## config.mk

```make
export PLATFORM = sky130hd
export DESIGN_NAME = branch_resolve_unit
export DESIGN_NICKNAME = d
export VERILOG_FILES = /design/src/rtl/bp_pkg.sv /design/src/rtl/bp_sat_counter.sv /design/src/rtl/branch_resolve_unit.sv
export SDC_FILE = /design/constraint.sdc
export NUM_CORES = 1
export LEC_CHECK = 0
export CORE_MARGIN = 10
export CORE_UTILIZATION = 45
export CTS_BUF_LIST = sky130_fd_sc_hd__clkbuf_8
export DETAILED_ROUTE_END_ITERATION = 10
export MAX_ROUTING_LAYER = met4
export PLACE_DENSITY = 0.79
export SYNTH_ARGS = -nofsm -noshare
export SYNTH_HDL_FRONTEND = slang
export SYNTH_HIERARCHICAL = 1
export SYNTH_SLANG_ARGS = --single-unit
```

## constraint.sdc

```tcl
create_clock -name clk -period 1.78 [get_ports clk]
set_input_delay 0.356 -clock clk [delete_from_list [all_inputs] [get_ports clk]]
set_output_delay 0.356 -clock clk [all_outputs]
set_load 0.03 [all_outputs]
```

## src/rtl/bp_pkg.sv

```systemverilog
// Shared branch-prediction definitions: resolve-unit FSM encoding, fall-through
// PC steps and the 2-bit predictor counter states.
package bp_pkg;

   typedef enum logic {
      BRU_IDLE     = 1'b0,
      BRU_REDIRECT = 1'b1
   } bru_state_t;

   localparam int PC_STEP_DS = 8;
   localparam int PC_STEP    = 4;

   // 2-bit saturating predictor states, shared with the predictor
   localparam logic [1:0] BP_STRONG_NT = 2'b00;
   localparam logic [1:0] BP_WEAK_NT   = 2'b01;
   localparam logic [1:0] BP_WEAK_T    = 2'b10;
   localparam logic [1:0] BP_STRONG_T  = 2'b11;

   function automatic int fallthrough_step(input int delay_slot);
      return (delay_slot != 0) ? PC_STEP_DS : PC_STEP;
   endfunction

endpackage

```

## src/rtl/bp_sat_counter.sv

```systemverilog
// Saturating event counter: increments on inc, sticks at all-ones instead of wrapping.
module bp_sat_counter #(
   parameter int CNT_W = 32
) (
   input  logic             clk,
   input  logic             rst,
   input  logic             inc,
   output logic [CNT_W-1:0] cnt
);

   logic [CNT_W-1:0] r_cnt;

   always_ff @(posedge clk) begin
      if (rst)
         r_cnt <= '0;
      else if (inc && (r_cnt != {CNT_W{1'b1}}))
         r_cnt <= r_cnt + 1'b1;
   end

   assign cnt = r_cnt;

endmodule

```

## src/rtl/branch_resolve_unit.sv

```systemverilog
// Carries the decode prediction D->E->M, resolves it in M (predictor update, flush,
// fetch redirect over valid/ready). Optional perf counters under BRU_PERF_CNT_EN.
module branch_resolve_unit
   import bp_pkg::*;
#(
   parameter int PC_W       = 32,
   parameter int DELAY_SLOT = 1,
   parameter int CNT_W      = 32
) (
   input  logic             clk,
   input  logic             rst,
   input  logic             stallE,
   input  logic             flushE,
   input  logic             stallM,
   input  logic             branchD,
   input  logic             pred_takeD,
   input  logic [PC_W-1:0]  pcD,
   input  logic [PC_W-1:0]  targetD,
   input  logic             actual_takeE,
   output logic             upd_valid,
   output logic [PC_W-1:0]  upd_pc,
   output logic             upd_taken,
   output logic             flush_req,
   output logic             redirect_valid,
   output logic [PC_W-1:0]  redirect_pc,
   input  logic             redirect_ready,
   output logic [CNT_W-1:0] br_cnt,
   output logic [CNT_W-1:0] mis_cnt
);

   localparam logic [PC_W-1:0] LP_FT_STEP = PC_W'(fallthrough_step(DELAY_SLOT));

   logic            r_validE, r_branchE, r_predE;
   logic [PC_W-1:0] r_pcE, r_tgtE;
   logic            r_validM, r_branchM, r_predM, r_actM;
   logic [PC_W-1:0] r_pcM, r_tgtM;
   bru_state_t      r_state;
   logic [PC_W-1:0] r_redirect_pc;
   logic            w_res, w_mis;

   always_ff @(posedge clk) begin
      if (rst || flushE) begin
         r_validE  <= 1'b0;
         r_branchE <= 1'b0;
         r_predE   <= 1'b0;
         r_pcE     <= '0;
         r_tgtE    <= '0;
      end else if (!stallE) begin
         r_validE  <= 1'b1;
         r_branchE <= branchD;
         r_predE   <= pred_takeD;
         r_pcE     <= pcD;
         r_tgtE    <= targetD;
      end
   end

   always_ff @(posedge clk) begin
      if (rst) begin
         r_validM  <= 1'b0;
         r_branchM <= 1'b0;
         r_predM   <= 1'b0;
         r_actM    <= 1'b0;
         r_pcM     <= '0;
         r_tgtM    <= '0;
      end else if (!stallM) begin
         r_validM  <= r_validE;
         r_branchM <= r_branchE;
         r_predM   <= r_predE;
         r_actM    <= actual_takeE;
         r_pcM     <= r_pcE;
         r_tgtM    <= r_tgtE;
      end
   end

   // A branch resolves only on the cycle it leaves M, and never while a redirect is pending
   assign w_res = r_validM & r_branchM & ~stallM & (r_state == BRU_IDLE);
   assign w_mis = w_res & (r_predM != r_actM);

   always_ff @(posedge clk) begin
      if (rst) begin
         r_state       <= BRU_IDLE;
         r_redirect_pc <= '0;
      end else begin
         case (r_state)
            BRU_IDLE: begin
               if (w_mis) begin
                  r_state       <= BRU_REDIRECT;
                  r_redirect_pc <= r_actM ? r_tgtM : (r_pcM + LP_FT_STEP);
               end
            end
            BRU_REDIRECT: begin
               if (redirect_ready)
                  r_state <= BRU_IDLE;
            end
            default: r_state <= BRU_IDLE;
         endcase
      end
   end

   assign upd_valid      = w_res;
   assign upd_pc         = r_pcM;
   assign upd_taken      = r_actM;
   assign flush_req      = w_mis;
   assign redirect_valid = (r_state == BRU_REDIRECT);
   assign redirect_pc    = r_redirect_pc;

`ifdef BRU_PERF_CNT_EN
   bp_sat_counter #(.CNT_W(CNT_W)) u_br_cnt (
      .clk (clk),
      .rst (rst),
      .inc (w_res),
      .cnt (br_cnt)
   );

   bp_sat_counter #(.CNT_W(CNT_W)) u_mis_cnt (
      .clk (clk),
      .rst (rst),
      .inc (w_mis),
      .cnt (mis_cnt)
   );
`else
   assign br_cnt  = '0;
   assign mis_cnt = '0;
`endif

endmodule
```

### Word-level counts from Yosys, hierarchy flattened

Cells that the tools add are included.

| operators by class | value |
|---|---|
| $add $sub $neg | 1 |
| equal/unequal tests | 1 |
| multiplexer cells | 4 |
| bitwise operators | 6 |
| reductions and logical operators | 2 |

Operators by type and width:

| operator | number |
|---|---|
| $add 32x4->32 const B | 1 |
| $mux 32 | 1 |
| $and 1x1->1 | 4 |
| $mux 1 | 2 |
| $not 1->1 | 2 |
| $pmux 1 s2 | 1 |
| $reduce_and 2->1 | 1 |
| $logic_or 1x1->1 | 1 |
| $ne 1x1->1 | 1 |

| word-level totals | value |
|---|---|
| flip-flop bits (word level) | 168 |
| input port bits | 73 |
| output and inout port bits | 132 |
| logic and storage cells | 27 |

### Longest topological paths before layout

Gate-level depths: netlist of the first run.

| logic depth | value |
|---|---|
| depth in word-level cells | 6 |
| depth in mapped cells | 8 |
| gate-level depth less buffers | 6 |

### Worst setup path after synthesis of the first run

OpenSTA, ideal clock, no wires.

| timing | value |
|---|---|
| path kind | register -> register |
| start | reg r_pcM[3], in the netlist upd_pc[3] |
| end | reg r_redirect_pc[21], in the netlist redirect_pc[21] |
| library setup time | 0.133 ns |
| data arrival time | 1.929 ns |
| data required time | 1.647 ns |
| path slack | -0.282 ns |
| stages on the path, launching flop included | 8 |
| path buffers | 1 |
| period minus slack after synthesis | 2.062 ns |
| cells stage by stage | dfxtp_1 -> ha_1 -> and4_2 -> clkbuf_1 -> nand3_1 -> o31a_1 -> o21ai_0 -> a31oi_1 |

| between the ends | value |
|---|---|
| cells in the longest elaborated chain, start to end | 2 |

Ends and longest elaborated chain:

| what | RTL line | RTL |
|---|---|---|
| start: declaration | branch_resolve_unit.sv:36 | `logic [PC_W-1:0] r_pcM, r_tgtM;` |
| start signal: assignment | branch_resolve_unit.sv:70 | `r_pcM <= r_pcE;` |
| $add 32x4->32 | branch_resolve_unit.sv:88 | `r_redirect_pc <= r_actM ? r_tgtM : (r_pcM + LP_FT_STEP);` |
| $mux 32 | branch_resolve_unit.sv:88 |  |
| end signal: assignment | branch_resolve_unit.sv:88 |  |
| end: declaration | branch_resolve_unit.sv:38 | `logic [PC_W-1:0] r_redirect_pc;` |

Every way passes these cells.
A chain may end at the register's enable or synchronous reset.

### Worst setup path in the final report of the first run

| timing | value |
|---|---|
| start | reg r_state, in the netlist redirect_valid |
| end | out flush_req |

| between the ends | value |
|---|---|
| cells in the longest elaborated chain, start to end | 3 |

Ends and longest elaborated chain:

| what | RTL line | RTL |
|---|---|---|
| start: declaration | branch_resolve_unit.sv:37 | `bru_state_t r_state;` |
| start signal: assignment | branch_resolve_unit.sv:81 | `r_state <= BRU_IDLE;` |
| start signal: assignment | branch_resolve_unit.sv:87 | `r_state <= BRU_REDIRECT;` |
| start signal: assignment | branch_resolve_unit.sv:93 | `r_state <= BRU_IDLE;` |
| $not 1->1 | -- |  |
| $and 1x1->1 | branch_resolve_unit.sv:76 | `assign w_res = r_validM & r_branchM & ~stallM & (r_state == BRU_IDLE);` |
| $and 1x1->1 | branch_resolve_unit.sv:77 | `assign w_mis = w_res & (r_predM != r_actM);` |
| end: declaration | branch_resolve_unit.sv:23 | `output logic flush_req,` |

Every way passes these cells.

==> flow_metrics.env, run 1 <==
export IMPL_outcome="complete, but fails checks"
export IMPL_violations="negative setup slack"
export IMPL_grt_pass1_wl_um=30200
export IMPL_critical_path_class="reg2out"
export IMPL_cts_sinks=168
export IMPL_final_core_utilization=0.589
export IMPL_syn_area_per_cell_um2=9.45
export IMPL_max_freq_mhz=545
export IMPL_nFillCells=1398
export IMPL_maxSlewViolCount=0
export IMPL_ys_warn_count=6
export IMPL_critPathLaunchType="flop"
export IMPL_drt_iter0_drc=332
export IMPL_antenna_left=0
export IMPL_cts_tree="built"
export IMPL_drt_total_wl_um=18700
export IMPL_grt_max_degree=69
export IMPL_synthesis_area_um2=7180
export IMPL_place_ws_ns=-0.00468
export IMPL_skew_ns=0.0119
export IMPL_final_nets=990
export IMPL_n_antenna_cell=0
export IMPL_cts_reportedPaths_clkPinSlew_ns=0.08
export IMPL_gr_total_overflow=0
export IMPL_cts_buffer_depth=2
export IMPL_multi_input_area_um2=3410
export IMPL_core_area_um2=15800
export IMPL_firstDrtPassIters=4
export IMPL_gp_congestion=0.817
export IMPL_place_area_um2=8880
export IMPL_maxCapViolCount=0
export IMPL_avgViaCountPerCell=4.79
export IMPL_drive_above_1_share=0.136
export IMPL_rows=46
export IMPL_ys_types=41
export IMPL_ir_drop_v=0.000519
export IMPL_arrival_ns=1.48
export IMPL_h_tree_depth=4
export IMPL_grtUsageTotal=0.179
export IMPL_clock_latency_ns=0.47
export IMPL_seq_area_um2=3420
export IMPL_dp_hpwl_um=13800
export IMPL_power_density_nw_per_um2=811
export IMPL_crit_fanout=2
export IMPL_drc=0
export IMPL_die_h_um=146
export IMPL_grt_pass1_vias=5616
export IMPL_setup_violations=1
export IMPL_hold_viol=0
export IMPL_initial_utilization=0.456
export IMPL_antenna_found_initial=0
export IMPL_cp_required_ns=1.42
export IMPL_dieArea_um2=21400
export IMPL_ios=205
export IMPL_end_kind="primary output"
export IMPL_via_count=5482
export IMPL_port_buffers=140
export IMPL_synth_cells=760
export IMPL_finalWorstSetupSlack_ns=-0.0539
export IMPL_leakagePower_nw=4.19
export IMPL_final_area_um2=9300
export IMPL_cts_hold_buffers=0
export IMPL_die_w_um=146
export IMPL_wl_per_cell_um=16.4
export IMPL_root_buffer="clkbuf_8"
export IMPL_worstReg2RegStart="upd_pc[3]$_SDFFE_PP0N_"
export IMPL_hold_path_class="in2reg"
export IMPL_layout_area_overhead_vs_synth_pct=29.4
export IMPL_finalCritPeriodShare=1.03
export IMPL_synth_seq_area_share=0.468
export IMPL_crit_path_start="redirect_valid$_SDFF_PP0_"
export IMPL_numCtsBuffers=17
export IMPL_rsz0062_at_grt="yes"
export IMPL_hp_start="rst"
export IMPL_synth_seq_cells=168
export IMPL_finalCriticalPeriod_ns=1.83
per-stage QoR:
step | hold WS (ns) | instances | total power [mW] | setup TNS [ns]
2_1_floorplan | 0.429 | 823 | 4.59 | -0.00928
3_3_place_gp | 0.437 | 1109 | 4.76 | 0
3_5_place_dp | 0.451 | 1109 | 4.77 | -0.00468
4_1_cts | 0.129 | 1144 | 7.59 | -0.174
5_1_grt | 0.136 | 1145 | 7.84 | -0.212
6_report | 0.155 | 1145 | 7.54 | -0.0539
cell usage in the layout (no fill, tap or decap), types with 3 or more instances in the layout:
master / instances
buf_6: 4
and4_1: 3
buf_4: 44
inv_1: 10
mux2i_1: 140
clkdlybuf4s15_1: 9
nand4_1: 4
a21oi_1: 20
conb_1: 64
and3_1: 11
nor2_1: 150
dfxtp_2: 12
a211oi_1: 5
o211ai_1: 3
nor3_1: 11
o21ai_0: 9
clkbuf_8: 20
nand2b_1: 4
buf_12: 5
dfxtp_4: 10
dlygate4sd2_1: 54
o22ai_1: 11
dfxtp_1: 146
clkdlybuf4s50_1: 69
clkinv_4: 3
a31oi_1: 5
nand2_1: 27
xnor2_1: 20
nand3_1: 13
xor2_1: 6
bufinv_16: 3
cell usage after synthesis:
library cell  number  share of area
a2111oi_2          2         0.0042
a211oi_1           5         0.0052
a21oi_1           20          0.014
a31oi_1            5         0.0044
and3_1            11         0.0096
and4_1             4         0.0049
and4_2             1         0.0014
and4bb_2           1         0.0017
buf_1             13         0.0068
buf_2              3         0.0021
buf_4             64          0.067
buf_6              1         0.0016
clkbuf_1          32          0.017
conb_1             1        0.00052
dfxtp_1          168           0.47
ha_1               1         0.0017
inv_1             10         0.0052
mux2i_1          140           0.20
nand2_1           29          0.015
nand2b_1           4         0.0035
nand3_1           14         0.0098
nand3_2            1         0.0014
nand3b_1           1         0.0010
nand4_1            4         0.0035
nand4_4            1         0.0030
nor2_1           150          0.078
nor2b_1            1        0.00087
nor3_1            12         0.0084
nor3b_1            2         0.0021
nor4_1             4         0.0035
nor4_4             1         0.0030
o211ai_1           3         0.0031
o21a_1             1         0.0010
o21ai_0            9         0.0063
o22ai_1           11         0.0096
o31a_1             1         0.0012
o41ai_1            1         0.0012
or2_2              1        0.00087
or4_4              1         0.0016
xnor2_1           20          0.024
xor2_1             6         0.0073
logic make-up (layout without fill, tap and decap cells):
family | after synthesis | in the layout | synth area share
fa+ha+maj | 1 | 1 | 0.00174
compound gates | 58 | 58 | 0.0502
flops | 168 | 168 | 0.468
buf+inv | 123 | 229 | 0.0993
xor+xnor | 26 | 26 | 0.0317
mux | 140 | 140 | 0.195
other cells | 1 | 64 | 0.000522
simple gates | 243 | 243 | 0.153
registers in the layout, summed over array words and instances (netlist names), 32 cells and up:
register,cells
upd_pc,32
r_tgtE,32
r_pcE,32
r_tgtM,32
redirect_pc,32
layout make-up:
cell class / instances / area share
Clock buffer: 20 / 0.0296
Clock inverter: 12 / 0.0162
Inverter: 10 / 0.00404
Multi-Input combinational cell: 532 / 0.367
Sequential cell: 168 / 0.367
Tap cell: 216 / 0.0291
Timing Repair Buffer: 187 / 0.187
where the power goes:
| group | leakage [nW] | internal, mW | switching, mW |
|---|---|---|---|
| logic | 2.59 | 0.326 | 0.484 |
| clock network | 0.218 | 1.49 | 1.36 |
| registers | 1.38 | 3.82 | 0.0501 |
| total | 4.19 | 5.64 | 1.90 |
timing repair:
item,in CTS,in global routing
setup endpoints to repair,68,18
hold endpoints to repair,0,0
gates resized for setup,72,16
pin swaps,1,1
setup buffers,3,1
cloned,0,0
critical path, stage by stage (launching register included):
cell and delay (ns):
dfxtp_2 0.34, and4bb_4 0.34, nand2_4 0.06, inv_2 0.06, buf_6 0.10, buf_6 0.12
layer usage:
metal	GRT usage	part of all wire	up-vias
met5	-	0	-
met4	0.0806	0.031	0
met3	0.0550	0.064	31
met2	0.268	0.46	170
met1	0.216	0.45	2537
li1	-	-	2744
path summary, 6_finish.rpt:
kind | endpoint | slack [ns] | cells after the start
worst max register to register | redirect_pc[30]$_SDFFE_PP0P_ | 0.05 | 5
worst min-delay path | redirect_valid$_SDFF_PP0_ | 0.16 | 2
worst max-delay path | flush_req | -0.05 | 5
worst min register to register | redirect_pc[5]$_SDFFE_PP0P_ | 0.46 | 2
No activity file was read; power rests on OpenSTA's default activity.
==> inputs of run 2 (changes only) <==
--- a/config.mk
+++ b/config.mk
@@ -9,6 +9,7 @@
 export CORE_UTILIZATION = 45
 export CTS_BUF_LIST = sky130_fd_sc_hd__clkbuf_8
 export DETAILED_ROUTE_END_ITERATION = 10
+export GPL_ROUTABILITY_DRIVEN = 0
 export MAX_ROUTING_LAYER = met4
 export PLACE_DENSITY = 0.79
 export SYNTH_ARGS = -nofsm -noshare
==> results of run 2 <==
No change in the layout: final DEF, timing and power equal those of run 1.
==> inputs of run 3 (changes only) <==
--- a/config.mk
+++ b/config.mk
@@ -5,7 +5,7 @@
 export SDC_FILE = /design/constraint.sdc
 export NUM_CORES = 1
 export LEC_CHECK = 0
-export CORE_MARGIN = 10
+export CORE_MARGIN = 3
 export CORE_UTILIZATION = 45
 export CTS_BUF_LIST = sky130_fd_sc_hd__clkbuf_8
 export DETAILED_ROUTE_END_ITERATION = 10
==> flow_metrics.env, run 3 (synthesis results as in run 1) <==
export IMPL_final_area_um2=9280
export IMPL_hp_start="rst"
export IMPL_grtUsageTotal=0.198
export IMPL_avgViaCountPerCell=4.79
export IMPL_fin_cells=1146
export IMPL_finalCritPeriodShare=1.02
export IMPL_dieArea_um2=17500
export IMPL_drc=0
export IMPL_leakagePower_nw=4.25
export IMPL_drive_above_1_share=0.138
export IMPL_dp_cells=1105
export IMPL_arrival_ns=1.45
export IMPL_n_antenna_cell=0
export IMPL_rrSetupSlack_ns=0.04
export IMPL_cts_hold_buffers=0
export IMPL_critical_path_class="reg2out"
export IMPL_worstReg2RegStart="upd_pc[11]$_SDFFE_PP0N_"
export IMPL_seq_area_um2=3420
export IMPL_outcome="complete, but fails checks"
export IMPL_final_nets=996
export IMPL_drt_total_wl_um=17400
export IMPL_cts_reportedPaths_clkPinSlew_ns=0.08
export IMPL_layout_commonest_cell="nor2_1"
export IMPL_port_buffers=140
export IMPL_finalSetupTns_ns=-0.0329
export IMPL_layout_area_overhead_vs_synth_pct=29.2
export IMPL_hold_path_class="in2reg"
export IMPL_crit_fanout=3
export IMPL_setup_violations=2
export IMPL_finalWorstSetupSlack_ns=-0.0270
export IMPL_antenna_found_initial=0
export IMPL_max_freq_mhz=553
export IMPL_skew_ns=0.00921
export IMPL_h_tree_depth=4
export IMPL_violations="negative setup slack"
export IMPL_cts_buffer_depth=2
export IMPL_dp_hpwl_um=12400
export IMPL_r2r_end="redirect_pc[18]$_SDFFE_PP0P_"
export IMPL_p_total_mw=7.17
export IMPL_ios=205
export IMPL_holdPathEnd="r_tgtM[7]$_SDFFE_PP0N_"
export IMPL_place_ws_ns=0.0441
export IMPL_min_path_cells=2
export IMPL_maxCapViolCount=0
export IMPL_clock_latency_ns=0.45
export IMPL_grt_pass1_vias=5052
export IMPL_root_buffer="clkbuf_8"
export IMPL_final_cell_mix="150 x nor2_1, 146 x dfxtp_1, 140 x mux2i_1"
export IMPL_rows=45
export IMPL_gr_total_overflow=0
export IMPL_cts_tree="built"
export IMPL_hold_viol=0
export IMPL_initial_utilization=0.466
export IMPL_firstDrtPassIters=5
export IMPL_multi_input_area_um2=3410
export IMPL_reg2reg_depth=6
export IMPL_place_area_um2=8890
export IMPL_ir_drop_v=0.000483
export IMPL_final_core_utilization=0.602
export IMPL_finalCriticalPeriod_ns=1.81
export IMPL_via_count=5487
export IMPL_numCtsBuffers=17
export IMPL_cts_sinks=168
export IMPL_antenna_left=0
export IMPL_core_area_um2=15400
export IMPL_grt_pass1_wl_um=27000
export IMPL_grt_max_degree=69
export IMPL_maxSlewViolCount=0
export IMPL_die_w_um=132
export IMPL_power_density_nw_per_um2=773
export IMPL_wl_per_cell_um=15.2
export IMPL_die_h_um=132
export IMPL_cp_required_ns=1.42
export IMPL_critPathLaunchType="flop"
export IMPL_end_kind="primary output"
export IMPL_drt_iter0_drc=324
export IMPL_nFillCells=1357
export IMPL_rsz0062_at_grt="yes"
export IMPL_finalHoldWorstSlack_ns=0.215
-- run 3: cell count changes in the layout (fill, tap and decap cells not counted), moves of 3 or more --
| cell | change |
|---|---|
| dlygate4sd2_1 | +9 |
| clkdlybuf4s15_1 | -8 |
| buf_4 | +6 |
| clkinv_2 | +3 |
| clkinv_4 | -3 |
-- run 3: what timing repair did --
item,4_1_cts,5_1_grt
resized for setup,70,7
cloned,0,0
setup endpoints to repair,67,12
buffers inserted,3,6
pin swaps,1,8
endpoints found under the hold margin,0,0
-- run 3: per-layer routing --
| layer | up-vias | routed length (um) | GRT usage |
|---|---|---|---|
| li1 | 2761 | - | - |
| met1 | 2527 | 8120 | 0.264 |
| met2 | 183 | 8040 | 0.299 |
| met3 | 16 | 1030 | 0.0447 |
| met4 | 0 | 222 | 0.0641 |
| met5 | - | 0 | - |
-- run 3: power by group --
part	internal, mW	leakage (nW)	switching, mW
logic	0.329	2.68	0.479
registers	3.82	1.38	0.0481
clock network	1.19	0.200	1.31
-- run 3: worst max path at each step --
stage | startpoint | endpoint | slack (ns) | depth (start not counted)
after floorplan | upd_pc[3]$_SDFFE_PP0N_ | redirect_pc[31]$_SDFFE_PP0P_ | -0.009 | 7
after global placement | upd_pc[3]$_SDFFE_PP0N_ | redirect_pc[27]$_SDFFE_PP0P_ | 0.10 | 7
after detailed placement | upd_pc[10]$_SDFFE_PP0N_ | redirect_pc[30]$_SDFFE_PP0P_ | 0.04 | 5
after CTS | redirect_valid$_SDFF_PP0_ | flush_req | -0.08 | 5
after global routing | redirect_valid$_SDFF_PP0_ | flush_req | -0.10 | 5
final | redirect_valid$_SDFF_PP0_ | flush_req | -0.03 | 5
-- run 3: worst max-delay path, cell delays in order (launching register included) --
cell and delay, ns:
dfxtp_2 0.34, and4bb_4 0.32, nand2_4 0.06, inv_4 0.06, buf_6 0.10, buf_6 0.12
-- run 3: final cells by class --
| class | instances | share of cell area |
|---|---|---|
| Multi-Input combinational cell | 532 | 0.367 |
| Clock inverter | 12 | 0.00930 |
| Tap cell | 211 | 0.0284 |
| Inverter | 10 | 0.00431 |
| Sequential cell | 168 | 0.368 |
| Timing Repair Buffer | 193 | 0.193 |
| Clock buffer | 20 | 0.0296 |
